`config.mk`:
```
export PLATFORM = sky130hd
export DESIGN_NAME = input_conditioner
export DESIGN_NICKNAME = d
export VERILOG_FILES = /design/src/rtl/input_conditioner.sv
export SDC_FILE = /design/constraint.sdc
export NUM_CORES = 1
export LEC_CHECK = 0
export ABC_AREA = 0
export CAP_MARGIN = 0
export CORE_MARGIN = 1
export CORE_UTILIZATION = 45
export CTS_BUF_LIST = sky130_fd_sc_hd__clkbuf_4 sky130_fd_sc_hd__clkbuf_8
export DETAILED_ROUTE_END_ITERATION = 8
export PLACE_DENSITY_LB_ADDON = 0.2
export SLEW_MARGIN = 20
export SYNTH_ARGS = -nofsm -noshare
export SYNTH_HDL_FRONTEND = slang
export SYNTH_SLANG_ARGS = --single-unit
```
`constraint.sdc`:
```
create_clock -name intClk -period 5 [get_ports intClk]
set_clock_uncertainty 0.2 [all_clocks]
set_input_delay 0.75 -clock intClk [delete_from_list [all_inputs] [get_ports intClk]]
set_output_delay 0.75 -clock intClk [all_outputs]
set_load 0.005 [all_outputs]
```
`src/rtl/input_conditioner.sv`:
```
// Synchronises and debounces the Basys 3 pause button and speed switch for the up-counter.
// Optional long-press clear is built when INPUT_CONDITIONER_LONG_PRESS_CLR_EN is defined.
module input_conditioner #(
  parameter int DEBOUNCE_CYCLES = 1000000,
  parameter int LONG_CYCLES     = 200000000
) (
  input  logic intClk,
  input  logic reset,
  input  logic btnPause,
  input  logic swSpeed,
  output logic pause,
  output logic speed,
  output logic pausePulse,
  output logic clrPulse
);

  localparam int            CW       = $clog2(DEBOUNCE_CYCLES + 1);
  localparam logic [CW-1:0] CNT_LAST = CW'(DEBOUNCE_CYCLES - 1);
  localparam logic [CW-1:0] CNT_MAX  = CW'(DEBOUNCE_CYCLES);
  localparam logic [CW-1:0] CNT_ONE  = CW'(1);

  typedef enum logic [1:0] {
    RELEASED     = 2'd0,
    PRESS_WAIT   = 2'd1,
    PRESSED      = 2'd2,
    RELEASE_WAIT = 2'd3
  } btn_state_t;

  logic          btnMeta;
  logic          syncBtn;
  logic          swMeta;
  logic          syncSw;
  btn_state_t    state;
  logic [CW-1:0] cnt;
  logic [CW-1:0] scnt;

`ifdef INPUT_CONDITIONER_LONG_PRESS_CLR_EN
  localparam int            HW        = $clog2(LONG_CYCLES + 1);
  localparam logic [HW-1:0] HOLD_LAST = HW'(LONG_CYCLES - 1);
  localparam logic [HW-1:0] HOLD_MAX  = HW'(LONG_CYCLES);
  localparam logic [HW-1:0] HOLD_ONE  = HW'(1);

  logic [HW-1:0] hcnt;
`else
  logic unusedLongCfg;
  assign unusedLongCfg = (LONG_CYCLES > DEBOUNCE_CYCLES);
  assign clrPulse      = 1'b0;
`endif

  // Two-flop synchronisers for both asynchronous board inputs.
  always_ff @(posedge intClk or posedge reset) begin
    if (reset) begin
      btnMeta <= 1'b0;
      syncBtn <= 1'b0;
      swMeta  <= 1'b0;
      syncSw  <= 1'b0;
    end else begin
      btnMeta <= btnPause;
      syncBtn <= btnMeta;
      swMeta  <= swSpeed;
      syncSw  <= swMeta;
    end
  end

  // Button debounce FSM: one pause toggle per qualified press, optional long-press clear.
  always_ff @(posedge intClk or posedge reset) begin
    if (reset) begin
      state      <= RELEASED;
      cnt        <= '0;
      pause      <= 1'b0;
      pausePulse <= 1'b0;
`ifdef INPUT_CONDITIONER_LONG_PRESS_CLR_EN
      hcnt       <= '0;
      clrPulse   <= 1'b0;
`endif
    end else begin
      pausePulse <= 1'b0;
`ifdef INPUT_CONDITIONER_LONG_PRESS_CLR_EN
      clrPulse   <= 1'b0;
`endif
      case (state)
        RELEASED: begin
`ifdef INPUT_CONDITIONER_LONG_PRESS_CLR_EN
          hcnt <= '0;
`endif
          if (syncBtn) begin
            state <= PRESS_WAIT;
            cnt   <= '0;
          end else begin
            state <= RELEASED;
          end
        end
        PRESS_WAIT: begin
          if (!syncBtn) begin
            state <= RELEASED;
          end else if (cnt == CNT_LAST) begin
            state      <= PRESSED;
            pausePulse <= 1'b1;
            pause      <= ~pause;
          end else if (cnt != CNT_MAX) begin
            cnt <= cnt + CNT_ONE;
          end else begin
            cnt <= cnt;
          end
        end
        PRESSED: begin
`ifdef INPUT_CONDITIONER_LONG_PRESS_CLR_EN
          // Hold counter parks at HOLD_MAX after firing so one press clears at most once.
          if (hcnt == HOLD_LAST) begin
            hcnt     <= HOLD_MAX;
            clrPulse <= 1'b1;
            pause    <= 1'b0;
          end else if (hcnt != HOLD_MAX) begin
            hcnt <= hcnt + HOLD_ONE;
          end else begin
            hcnt <= hcnt;
          end
`endif
          if (!syncBtn) begin
            state <= RELEASE_WAIT;
            cnt   <= '0;
          end else begin
            state <= PRESSED;
          end
        end
        RELEASE_WAIT: begin
          if (syncBtn) begin
            state <= PRESSED;
          end else if (cnt == CNT_LAST) begin
            state <= RELEASED;
          end else if (cnt != CNT_MAX) begin
            cnt <= cnt + CNT_ONE;
          end else begin
            cnt <= cnt;
          end
        end
        default: begin
          state <= RELEASED;
          cnt   <= '0;
        end
      endcase
    end
  end

  // Speed level follows the switch once it has differed for DEBOUNCE_CYCLES samples.
  always_ff @(posedge intClk or posedge reset) begin
    if (reset) begin
      speed <= 1'b0;
      scnt  <= '0;
    end else if (syncSw == speed) begin
      scnt <= '0;
    end else if (scnt == CNT_LAST) begin
      speed <= syncSw;
      scnt  <= '0;
    end else if (scnt != CNT_MAX) begin
      scnt <= scnt + CNT_ONE;
    end else begin
      scnt <= scnt;
    end
  end

endmodule

```
# ---- Yosys cells after proc, flatten, opt, wreduce, memory -nomap -nowiden
# Cells that the tools add are included.
dict set report word_totals {
  reg_bits 49
  inputBits 4
  out_inout_bits 4
  word_cells 54
}
dict set report op_classes {
  add_sub_neg 2
  n_eq_ne 14
  n_mux 20
  bitwise 2
  n_reduce_logical 6
}
# op n
set ops {}
lappend ops {{20-bit two-way mux} 9}
lappend ops {{20-bit one-hot mux with 4 select lines} 1}
lappend ops {{20-bit by 1-bit adder with 20-bit output (second input constant)} 2}
lappend ops {{20-bit equality test (second input constant)} 2}
lappend ops {{20-bit inequality test (second input constant)} 2}
lappend ops {{2-bit two-way mux} 4}
lappend ops {{2-bit inequality test (second input constant)} 4}
lappend ops {{2-bit one-hot mux with 4 select lines} 1}
lappend ops {{3-bit inequality test (second input constant)} 2}
lappend ops {{1-bit two-way mux} 5}
lappend ops {{2-bit equality test (second input constant)} 2}
lappend ops {{2-bit AND reduction} 2}
lappend ops {{4-bit AND reduction} 1}
lappend ops {{3-bit AND reduction} 1}
lappend ops {{3-bit nonzero test} 1}
lappend ops {{2-bit by 1-bit equality test with 1-bit output (second input constant)} 1}
lappend ops {{2-bit logical NOT} 1}
lappend ops {{1-bit NOT} 2}
lappend ops {{1-bit equality test} 1}

# ---- Depth between registers and ports, before layout
# Gate-level depths: netlist of run 1.
dict set report logic_depth {
  word_depth 5
  ltp_mapped 9
  ltp_nobuf 7
}

# ---- Least setup slack after synthesis of run 1
# OpenSTA, ideal clock, no wires.
dict set report synth_path {
  path_kind {register -> register}
  startpoint {reg cnt[11]}
  endpoint {reg cnt[2]}
  setup_time_ps 74
  t_arrival_ps 1832
  required_time_ps 4726
  slack_ps 2894
  stages_incl_launch_ff 8
  n_path_buf 2
  period_less_slack_ps 2106
  cell_sequence {dfrtp_1 > or4b_4 > nor4_4 > a21o_4 > buf_8 > buf_8 > o21ai_2 > a21oi_2}
}
dict set report synth_between {
  elab_chain_len 5
  elab_cells_between_ends 7
  classes_between {2 x eq/ne; 5 x mux}
}
# element line_no
set synth_rtl {}
lappend synth_rtl {{from (decl)} 34} ;# logic [CW-1:0] cnt;
lappend synth_rtl {{from (signal assigned)} 101} ;# cnt <= cnt + CNT_ONE;
lappend synth_rtl {{from (signal assigned)} 103} ;# cnt <= cnt;
lappend synth_rtl {{from (signal assigned)} 132} ;# cnt <= cnt + CNT_ONE;
lappend synth_rtl {{20-bit inequality test} {100, 131}}
lappend synth_rtl {{20-bit two-way mux} -}
lappend synth_rtl {{20-bit two-way mux (*)} -}
lappend synth_rtl {{20-bit two-way mux (on tied branches)} -}
lappend synth_rtl {{20-bit one-hot mux with 4 select lines (*)} -}
# Every way passes the cells marked *; elsewhere a longest branch is shown, timed or not. The select of a mux whose other input is x is not followed.
# A chain may end at the register's enable or synchronous reset.

# ---- Final worst setup path of run 1
dict set report layout_path {
  startpoint {reg cnt[9]}
  endpoint {reg cnt[2]}
}
# The elaborated chain is that of the path after synthesis.

==> results of run 1 <==
layer usage:
metal | GRT usage, % | vias to the layer above
li1 | - | 968
met1 | 24.5 | 919
met2 | 27.9 | 25
met3 | 3.14 | 10
met4 | 7.22 | 0
met5 | 0 | -
sequential cells by signal (all words and copies together), names as in the netlist, named ones only:
register    flops
syncSw          1
swMeta          1
state           1
syncBtn         1
speed           1
pause           1
cnt            20
btnMeta         1
pausePulse      1
scnt           20
path summary, 6_finish.rpt:
| check | endpoint | slack, ns | cells after the start |
|---|---|---|---|
| setup / recovery | cnt[2] | 2.75 | 5 |
| hold reg to reg | syncSw | 0.16 | 0 |
| setup reg to reg | cnt[2] | 2.75 | 5 |
| max in group asynchronous | async pin | 3.42 | 2 |
| hold / removal | syncSw | 0.16 | 0 |
| min in group asynchronous | scnt[7] | 0.69 | 2 |
logic make-up (layout without fill, tap and decap cells):
group / after synthesis / after routing / synth area share (%)
flip-flops: 49 / 49 / 46.9
AND/OR/NAND/NOR: 130 / 130 / 27.2
AO/OA/AOI/OAI: 36 / 36 / 8.86
buffers and inverters: 20 / 25 / 4.07
adder cells (fa/ha/maj): 4 / 4 / 1.92
multiplexers: 10 / 10 / 4.21
XOR/XNOR: 20 / 20 / 6.71
other: 1 / 1 / 0.144
area by class of cell:
| cell class | instances | area [µm²] |
|---|---|---|
| Inverter | 10 | 38.8 |
| Clock buffer | 6 | 76.3 |
| Tap cell | 72 | 90.1 |
| Sequential cell | 49 | 1230 |
| Clock inverter | 2 | 13.8 |
| Timing Repair Buffer | 7 | 67.6 |
| Fill cell | 515 | 2750 |
| Multi-Input combinational cell | 201 | 1280 |
through the flow:
step,hold WS [ns],cells
global placement,0.135,339
CTS,0.160,347
global route,0.167,347
floorplan,0.131,270
detailed placement,0.137,339
finish,0.158,347
critical path, stage by stage (launching register included):
cell and delay [ns]:
dfrtp_1 0.52, or4b_4 0.52, nor4_4 0.31, a21o_4 0.32, or3_1 0.17, a21oi_2 0.05
Yosys cell counts (all sizes together), types with 6 or more instances:
cell type	count	share of area, %
a21oi	13	2.6
a22o	6	2.0
dfrtp	49	47
inv	10	1.4
mux2	8	3.4
nand2	16	2.3
nand3	20	3.8
nand4	10	2.4
nor2	38	5.5
nor3	8	1.5
o21ai	12	2.6
or3	9	2.2
xnor2	11	3.7
xor2	9	3.0
power by group through the flow:
stage	Clock (mW)	Sequential (mW)	Combinational (mW)
2_1_floorplan	0	0.417	0.0337
3_3_place_gp	0	0.420	0.0387
3_5_place_dp	0	0.420	0.0393
4_1_cts	0.254	0.413	0.0396
5_1_grt	0.267	0.415	0.0455
6_report	0.243	0.413	0.0383
==> impl_metrics.ini, run 1 <==
[outcome]
outcome = complete, no violations

[timing]
grt_setup_unrepaired = false
slew-limit-headroom_pct = 45.5
setup_tns_ns = 0
finalSetupViolCount = 0
post-route-period-util_pct = 44.9
worstMarginPinSlew_ns = 0.816
fmax_mhz = 445
hold_violations = 0
fin_crit_ns = 2.25
fin_ws_ns = 2.75
slew_viol_final = 0

[route]
wl_met2_um = 2310
dr_total_vias = 1922
wl_met3_um = 114
viasPerCell = 5.54
wl_met1_um = 2320
drt_iter0_drc = 118
ant_nets = 0
dr.max_layer_used = met4
routedWlPerCell_um = 13.9
firstDrtPassIters = 4
drc = 0
wirelength_um = 4830

[flow_run]
drv_cap = 0

[pwr]
peakVddDrop_uv = 158
switching_share_pct = 24.9
power_density_nw_per_um2 = 249
intPower_uw = 522
pwr-share-seq_pct = 59.5
pwr-share-comb_pct = 5.5
p_leak_nw = 1.13
clock_power_share_pct = 35.0
total_power_uw = 694
p_sw_uw = 173

[global_routing]
grt_start_max_net_pins = 50
antenna_found_initial = 0
grt_use_total_pct = 17.8
grt_pass1_vias = 1827
grt_remaining_overflow = 0
grt_pass1_wl_um = 8560

[synthesis]
ys_seq_area_share_pct = 46.9
syn_area_um2 = 2610
ys_seq_elements = 49
yosysWarnings = 0
syn_area_per_cell_um2 = 9.68
synthArstFlopShare_pct = 100
yosysUniqueCellTypes = 45
synth_edf_count = 0
syn_inst = 270
syn-num-nets = 278
ys.flop_type = dfrtp_1

[layout]
areaGrowthSynthToFinish_pct = 6.90
layout.nets = 282
fin_util_pct = 50.4
final_cell_mix = dfrtp_1, nor2_1, nand3_1, nand2_1, a21oi_1
drive_above_1_share_pct = 10.2
layout_commonest_cell = dfrtp_1
n_antenna_cell = 0
final_area_um2 = 2790

[clock_network]
cts_sinks = 49
cts_made_buffers = 5
h-tree-depth = 2
path_clk_slew_ns = 0.10
cts_post_setup_buffers_inserted = 0
cts-hold-fix-buffers = 0
ctsResizeCount = 0
cts-root-buf = clkbuf_8
clk-insertion-delay-late_ns = 0.31
cts_tree = built
clock_path_buffers = 2

[hold_path]
worstHoldStart = swMeta
worstHoldPathType = register to register

[setup_path]
worstPathMaxFanout = 26
worst-setup-path-type = register to register
required_ns = 4.96
startpoint_type = register
startpoint = cnt[9]
r2r_start = cnt[9]
cp.arrival_ns = 2.21
cp-end-kind = register

[die]
dieArea_um2 = 6110
die-height_um = 78.2
rows = 27
io_pins = 8
coreArea_um2 = 5540
start_util_pct = 47.2
die_w_um = 78.2

[place]
hpwl_um = 3170
dpl_worst_slack_ns = 2.76
routabilityCongestion = 0.800
io_buffer_count = 6
dpl-instance-area_um2 = 2700
Power figures use the tool's default switching activity.
==> inputs of run 2 (changes only) <==
==> constraint.sdc (replaced) <==
create_clock -name intClk -period 2.3 [get_ports intClk]
set_clock_uncertainty 0.2 [all_clocks]
set_input_delay 0.345 -clock intClk [delete_from_list [all_inputs] [get_ports intClk]]
set_output_delay 0.345 -clock intClk [all_outputs]
set_load 0.005 [all_outputs]
==> run 2 against run 1 <==
  * First-iteration DRC count fell by 21%
  * Global-route usage rose by 0.49 points
  * Critical path depth rose by 1
  * Clock power rose to 2.6 times the previous value
  * Combinational power rose by 150%
  * Design area rose by 4.4%
  * Critical path type unchanged
==> impl_metrics.ini, run 2 (synthesized netlist as in run 1, its figures left out) <==
[place]
dpl-instance-area_um2 = 2800
routabilityCongestion = 0.819
hpwl_um = 3390
io_buffer_count = 6

[global_routing]
grt_remaining_overflow = 0
grt_start_max_net_pins = 50
grt_use_total_pct = 18.3
grt_pass1_wl_um = 8890
antenna_found_initial = 0
grt_pass1_vias = 1992

[layout]
seq_area_um2 = 1230
fill_cells = 519
final_area_um2 = 2920
biggestRegsByFlops = cnt: 20 flops, scnt: 20 flops
fin_util_pct = 52.6
multi_input_area_um2 = 1280
final_cell_mix = dfrtp_1, nor2_1, nand3_1, nand2_1, a21oi_1
layout.nets = 293
layout_commonest_cell = dfrtp_1
areaGrowthSynthToFinish_pct = 11.6
n_antenna_cell = 0
drive_above_1_share_pct = 13.6

[timing]
post-route-period-util_pct = 94.5
hold_violations = 0
fmax_mhz = 460
worstMarginPinSlew_ns = 0.529
setup_tns_ns = 0
slew_viol_final = 0
grt_setup_unrepaired = false
finalSetupViolCount = 0
fin_crit_ns = 2.17
slew-limit-headroom_pct = 64.7

[route]
drt_iter0_drc = 93
viasPerCell = 5.48
firstDrtPassIters = 4
wirelength_um = 4880
dr_total_vias = 1962
ant_nets = 0
drc = 0
routedWlPerCell_um = 13.6

[die]
die-height_um = 78.2
die_w_um = 78.2
io_pins = 8
start_util_pct = 47.2
rows = 27
coreArea_um2 = 5540
dieArea_um2 = 6110

[clock_network]
h-tree-depth = 2
cts_post_setup_buffers_inserted = 0
clk-insertion-delay-late_ns = 0.30
path_clk_slew_ns = 0.09
cts-root-buf = clkbuf_8
cts_sinks = 49
cts_tree = built
ctsResizeCount = 0
cts-hold-fix-buffers = 0
cts_made_buffers = 5
clock_path_buffers = 2

[flow_run]
drv_cap = 0

[setup_path]
r2r_cells = 6
required_ns = 2.33
cp-end-kind = register
crit_cells = 6
worst-setup-path-type = register to register
cp.arrival_ns = 2.21
worstPathMaxFanout = 26
startpoint_type = register
cpPeakStageDelay_ns = 0.52
crit_buf_inv = 0
cpMaxStageDelayCell = or4_1
crit_chain = ha_1, nand3_1, o22ai_1, a21o_4, or4_1, o21ai_2
path_delay_family = simple AND/OR/NAND/NOR gates

[pwr]
power_density_nw_per_um2 = 559
p_leak_nw = 1.20
peakVddDrop_uv = 277

[hold_path]
min_path_cells = 0
worstHoldPathType = register to register

[outcome]
outcome = complete, no violations
==> run 2: layout make-up <==
type	instances	area share, %
inverter	10	1.29
timing repair buffer	18	5.58
sequential	49	42.0
clock buffer	6	2.83
clock inverter	2	1.29
multi-input combinational	201	43.9
tap	72	3.09
==> run 2: worst paths after layout <==
path / start / end / slack (ns)
max: cnt[0] / cnt[19] / 0.13
min: swMeta / syncSw / 0.16
max reg2reg: cnt[0] / cnt[19] / 0.13
min reg2reg: swMeta / syncSw / 0.16
max in group asynchronous: reset / cnt[5] / 1.48
min in group asynchronous: reset / swMeta / 0.18
==> run 2: worst register-to-register path: cells and delay by family, from the launching register on <==
family | cells | cell delay [ns]
compound gates | 3 | 0.56
flops | 1 | 0.44
fa+ha+maj | 1 | 0.24
simple gates | 2 | 0.67
==> run 2: power by group <==
group | leakage (nW) | internal (mW) | switching (mW)
Sequential | 0.668 | 0.876 | 0.0176
Combinational | 0.474 | 0.0343 | 0.0605
Clock | 0.0574 | 0.354 | 0.287
Total | 1.20 | 1.26 | 0.365
==> run 2: per-stage QoR <==
stage	std cells	hold slack [ns]	power (mW)	setup slack, ns
4_1_cts	358	0.160	1.66	0.149
3_3_place_gp	350	0.136	1.01	0.182
6_report	358	0.156	1.63	0.127
3_5_place_dp	350	0.140	1.01	0.168
2_1_floorplan	270	0.131	0.979	0.194
5_1_grt	358	0.177	1.71	0.00206
==> run 2: layer usage <==
layer	vias to the layer above	wire length, µm	global-route usage, %
met4	0	54	5.56
met5	-	0	0
met1	952	2240	22.2
met2	17	2460	32.5
li1	988	-	-
met3	5	120	3.95
